$ cat src/rtl/brew_dispense_scheduler.sv
// brew_dispense_scheduler: arbitrates tea/coffee requests and sequences heater, grinder and valve
module brew_dispense_scheduler #(
  parameter int unsigned HEAT_TIMEOUT = 20,
  parameter int unsigned GRIND_CYC    = 6,
  parameter int unsigned POUR_TEA_CYC = 12,
  parameter int unsigned POUR_COF_CYC = 10
) (
  input  logic       clk,
  input  logic       rst,
  input  logic [1:0] req_valid,
  input  logic [1:0] req_kind,
  output logic [1:0] req_ready,
  input  logic       water_ok,
  input  logic       coffee_ok,
  input  logic       temp_ok,
  output logic       heater_on,
  output logic       grinder_on,
  output logic       valve_on,
  output logic       busy,
  output logic       done,
  output logic       err,
  output logic [1:0] err_code,
  output logic       resp_id
);
  localparam logic [2:0] S_IDLE  = 3'd0;
  localparam logic [2:0] S_CHECK = 3'd1;
  localparam logic [2:0] S_HEAT  = 3'd2;
  localparam logic [2:0] S_GRIND = 3'd3;
  localparam logic [2:0] S_POUR  = 3'd4;
  localparam logic [2:0] S_DONE  = 3'd5;
  localparam logic [2:0] S_ERR   = 3'd6;
  localparam logic [7:0] HEAT_LAST     = 8'(HEAT_TIMEOUT - 1);
  localparam logic [7:0] GRIND_LAST    = 8'(GRIND_CYC - 1);
  localparam logic [7:0] POUR_TEA_LAST = 8'(POUR_TEA_CYC - 1);
  localparam logic [7:0] POUR_COF_LAST = 8'(POUR_COF_CYC - 1);
  logic [2:0] state_q, state_d;
  logic [7:0] cnt_q, cnt_d;
  logic [1:0] code_q, code_d;
  logic       rr_q, rr_d;
  logic       id_q, id_d;
  logic       kind_q, kind_d;
  logic       pick, accept;
  logic [7:0] pour_last;
  // round-robin grant: a lone requester wins, a tie goes to the port not served last
  always_comb begin
    pick = (req_valid == 2'b11) ? ~rr_q : req_valid[1];
    req_ready = (state_q == S_IDLE && |req_valid) ? (pick ? 2'b10 : 2'b01) : 2'b00;
    accept = |(req_valid & req_ready);
  end
  // sequence control; the counter restarts on every state change
  always_comb begin
    state_d = state_q;
    rr_d = rr_q;
    id_d = id_q;
    kind_d = kind_q;
    code_d = code_q;
    pour_last = kind_q ? POUR_COF_LAST : POUR_TEA_LAST;
    case (state_q)
      S_IDLE: if (accept) begin
        state_d = S_CHECK;
        rr_d = pick;
        id_d = pick;
        kind_d = req_kind[pick];
      end
      S_CHECK: begin
        state_d = (!water_ok || (kind_q && !coffee_ok)) ? S_ERR : S_HEAT;
        code_d = !water_ok ? 2'b01 : 2'b10;
      end
      S_HEAT: if (temp_ok) state_d = kind_q ? S_GRIND : S_POUR;
        else if (cnt_q == HEAT_LAST) begin
          state_d = S_ERR;
          code_d = 2'b11;
        end
      S_GRIND: if (cnt_q == GRIND_LAST) state_d = S_POUR;
      S_POUR: if (!water_ok) begin
          state_d = S_ERR;
          code_d = 2'b01;
        end else if (cnt_q == pour_last) state_d = S_DONE;
      default: state_d = S_IDLE;
    endcase
    cnt_d = (state_d != state_q || state_q == S_IDLE) ? 8'd0 : cnt_q + 8'd1;
  end
  // Moore decode of actuators and status from the state register
  always_comb begin
    busy = state_q != S_IDLE;
    heater_on = state_q == S_HEAT || state_q == S_POUR;
    grinder_on = state_q == S_GRIND;
    valve_on = state_q == S_POUR;
    done = state_q == S_DONE;
    err = state_q == S_ERR;
    err_code = (state_q == S_ERR) ? code_q : 2'b00;
    resp_id = id_q;
  end
  // state registers; rr_q resets to 1 so port 0 wins the first tie
  always_ff @(posedge clk) begin
    if (rst) begin
      state_q <= S_IDLE;
      cnt_q <= 8'd0;
      code_q <= 2'b00;
      rr_q <= 1'b1;
      id_q <= 1'b0;
      kind_q <= 1'b0;
    end else begin
      state_q <= state_d;
      cnt_q <= cnt_d;
      code_q <= code_d;
      rr_q <= rr_d;
      id_q <= id_d;
      kind_q <= kind_d;
    end
  end
endmodule

$ cat config.mk
export PLATFORM = sky130hd
export DESIGN_NAME = brew_dispense_scheduler
export DESIGN_NICKNAME = d
export VERILOG_FILES = /design/src/rtl/brew_dispense_scheduler.sv
export SDC_FILE = /design/constraint.sdc
export NUM_CORES = 1
export LEC_CHECK = 0
export ABC_AREA = 1
export BUFFER_PORTS_ARGS = -buffer_cell sky130_fd_sc_hd__buf_2
export CELL_PAD_IN_SITES_DETAIL_PLACEMENT = 0
export CELL_PAD_IN_SITES_GLOBAL_PLACEMENT = 2
export CORE_ASPECT_RATIO = 1.2
export CORE_UTILIZATION = 29
export CTS_BUF_LIST = sky130_fd_sc_hd__clkbuf_4
export CTS_CLUSTER_SIZE = 8
export DETAILED_ROUTE_END_ITERATION = 10
export GPL_ROUTABILITY_DRIVEN = 1
export HOLD_SLACK_MARGIN = 0.1
export PLACE_DENSITY = 0.81
export SLEW_MARGIN = 10
export SYNTH_ARGS = -nofsm -noshare
export SYNTH_HDL_FRONTEND = slang
export SYNTH_SLANG_ARGS = --single-unit
$ cat constraint.sdc
create_clock -name clk -period 2.18 [get_ports clk]
set_clock_uncertainty 0.1 [all_clocks]
set_input_delay 0.436 -clock clk [delete_from_list [all_inputs] [get_ports clk]]
set_output_delay 0.436 -clock clk [all_outputs]
set_load 0.02 [all_outputs]
==> run_results.csv <==
group,metric,value,unit
power,p_switching,0.000611,W
cts,cts_hold_buf,0,
drt,via_per_inst,4.50,
setup_path,cp-endpoint,"req_ready[0]",
floorplan,core,3060,sq um
sta,finalMaxSlewViolations,0,
logic_synthesis,ys_seq_area_frac,0.348,
logic_synthesis,syn_area_per_cell,6.40,sq um
setup_path,required,1640,ps
cts,cts_buffers,3,
job,drv_cap,0,
setup_path,crit_path_end_kind,"output pin",
cts,cts.path.max_buffers,2,
logic_synthesis,synth_fa_ha_area_frac,0.0272,
placed_design,finalWeightedCongestion,0.820,
logic_synthesis,synthSimpleGateAreaFrac,0.374,
grt,grt_remaining_overflow,0,
logic_synthesis,synthCells,144,
floorplan,ios,20,
floorplan,dieHeight,63.7,microns
grt,grt_pass1_vias,826,
setup_path,worstPathArrival,1510,ps
cells_and_area,fillerInstances,346,
logic_synthesis,synth_area_leader_cell,"dfxtp_1",
drt,drtIter0Drc,17,
logic_synthesis,syn-cell-area,921,sq um
sta,holdWs,289,ps
placed_design,io_buffer_count,19,
logic_synthesis,synth.net_count,155,
grt,grt_pass1_wl,3370,microns
cts,tritoncts,"yes",
sta,timing_hold_violations_final,0,
logic_synthesis,synth_top_family_by_area,"simple AND/OR/NAND/NOR gates",
power,p_comb_frac,0.538,
logic_synthesis,synthTopCellsByArea,"dfxtp_1 (35%), nand2_1 (14%), nor2_1 (11%)",
floorplan,initial_core_util,0.301,
drt,ant_nets,0,
worst_hold_path,hold_class,"in -> reg",
cts,clk_pin_slew_worst_paths,80,ps
sta,period_needed,2040,ps
logic_synthesis,synth_mux_area_frac,0,
sta,finalCritPeriodShare,0.938,
sta,setup_viol,0,
cells_and_area,diodes,0,
setup_path,r2r_setup_slack,340,ps
setup_path,critPathLaunch,"state_q[0]$_SDFF_PP0_",
setup_path,crit_path_start_kind,"flip-flop",
sta,relSlewSlack,0.792,
cells_and_area,area.growth.synth_to_final,18.5,%
cells_and_area,final_cell_mix,"nand2_1 (34), nor2_1 (26), inv_1 (20)",
setup_path,path_class,"reg -> out",
cts,h-tree-depth,1,
drt,drc,0,
cells_and_area,mostFrequentLayoutCell,"nand2_1",
setup_path,timing.rr.start,"state_q[0]$_SDFF_PP0_",
sta,max_freq,0.489,GHz
grt,antenna_found_initial,0,
sta,tightestPinTransition,310,ps
logic_synthesis,synth_seq_cells,16,
power,ir_drop,0.534,mV
cells_and_area,multi_input_area,522,sq um
cts,clock_tree.root_cell,"clkbuf_4",
drt,routed_wl,2070,microns
floorplan,fp-row-count,22,
grt,grt_max_degree,9,
drt,vias,910,
setup_path,ff2ff_path_depth,12,
cts,clk_latency,280,ps
power,pwr-share-clk,0.119,
grt,grt_usage,0.136,
power,p_per_area,1160,nW/um^2
floorplan,die_w,53.4,microns
cells_and_area,drive_gt1_frac,0.193,
cells_and_area,ff_latch_area,320,sq um
cts,cts.sinks,16,
power,switching_share,0.485,
drt,first_pass_iters,4,
sta,tns,0,ps
sta,rsz0062_at_grt,"no",
placed_design,dpl.hpwl,1710,microns
cells_and_area,nets,179,
drt,post_drt_wl_per_cell,10.2,microns
outcome,outcome,"finished, final reports clean",
power,p_int,0.000650,W
power,leakage,0.527,nW
logic_synthesis,yosys.area.top_type_share,0.348,
setup_path,cp_max_fo,7,
logic_synthesis,synth_cell_types,21,
power,pwr-share-seq,0.342,
setup_path,r2r-end,"cnt_q[3]$_SDFF_PP0_",
logic_synthesis,synth-compound-area-share,0.0910,
logic_synthesis,yosys_warnings,0,
logic_synthesis,synth_xor_area_frac,0.0666,
floorplan,die_area,3410,sq um
[synthesized netlist by cell type]
| master | count |
|---|---|
| nand3_1 | 9 |
| nor3_1 | 5 |
| nand2_1 | 34 |
| ha_1 | 2 |
| nand2_2 | 1 |
| inv_1 | 20 |
| o21ai_2 | 1 |
| o21ai_1 | 1 |
| a21oi_1 | 6 |
| o21ai_0 | 5 |
| a31oi_1 | 1 |
| inv_2 | 3 |
| o2111ai_1 | 1 |
| xor2_1 | 5 |
| dfxtp_1 | 16 |
| nor2_2 | 1 |
| xnor2_1 | 2 |
| nor3_2 | 2 |
| or2_1 | 1 |
| nor2_1 | 27 |
| nand4_1 | 1 |
[power by group through the flow]
stage	clock, W	sequential [W]	combinational, W
5_1_grt	0.000173	0.000441	0.000770
3_5_place_dp	0	0.000434	0.000680
6_report	0.000151	0.000431	0.000678
2_1_floorplan	0	0.000428	0.000507
3_3_place_gp	0	0.000433	0.000681
4_1_cts	0.000160	0.000428	0.000683
[worst max-delay path, stage by stage, from the launching register on]
cell and delay [ps]:
dfxtp_1 400, inv_2 130, nand2_1 80, nor2_2 140, o21ai_2 120, a21oi_1 170, buf_2 190
[what timing repair did]
item                       4_1_cts  5_1_grt
setup endpoints to repair        0        3
gates resized for setup          0        2
buffers inserted                 0        0
[per-layer routing]
layer  track usage  wire length (microns)  up-vias
li1              -                      -      496
met1         0.158                    939      393
met2         0.219                    986       17
met3        0.0310                    100        4
met4        0.0789                     39        0
met5             0                      0        -
[state kept, by name, indices dropped and copies added, names as in the netlist]
signal	count
cnt_q	8
state_q	3
code_q	2
kind_q	1
resp_id	1
rr_q	1
[kinds of logic after synthesis]
| kind of cell | after synthesis |
|---|---|
| AOI/OAI and AO/OA | 15 |
| buffers and inverters | 23 |
| DFF | 16 |
| and+or+nand+nor | 81 |
| xor gates and xnor gates | 7 |
| adders and majority gates | 2 |
[area by class of cell]
class | instances | share of cell area
inverter | 23 | 0.0791
tap | 36 | 0.0413
multi-input combinational | 105 | 0.478
timing repair buffer | 19 | 0.0872
sequential | 16 | 0.294
clock buffer | 3 | 0.0206
[per-stage QoR]
| step | setup WS (ps) | power (W) | cell area (sq um) | utilization | cells |
|---|---|---|---|---|---|
| final | 136 | 0.00126 | 1090 | 0.357 | 202 |
| after global routing | 6.21 | 0.00138 | 1090 | 0.357 | 202 |
| after CTS | 65.8 | 0.00127 | 1080 | 0.355 | 202 |
| after detailed placement | 361 | 0.00111 | 1060 | 0.347 | 199 |
| after global placement | 381 | 0.00111 | 1060 | 0.347 | 199 |
| after floorplan | 200 | 0.000934 | 921 | - | 144 |
[worst min path at each step]
| stage | slack [ps] | from | endpoint | cells after the start |
|---|---|---|---|---|
| floorplan | 330 | rr_q$_SDFFE_PP1P_ | rr_q$_SDFFE_PP1P_ | 2 |
| global placement | 350 | rr_q$_SDFFE_PP1P_ | rr_q$_SDFFE_PP1P_ | 2 |
| detailed placement | 360 | resp_id$_SDFFE_PP0P_ | resp_id$_SDFFE_PP0P_ | 2 |
| CTS | 280 | rst | code_q[0]$_SDFFE_PP0P_ | 2 |
| global route | 270 | rst | state_q[0]$_SDFF_PP0_ | 2 |
| finish | 290 | rst | code_q[0]$_SDFFE_PP0P_ | 2 |
Power figures use the tool's default switching activity.
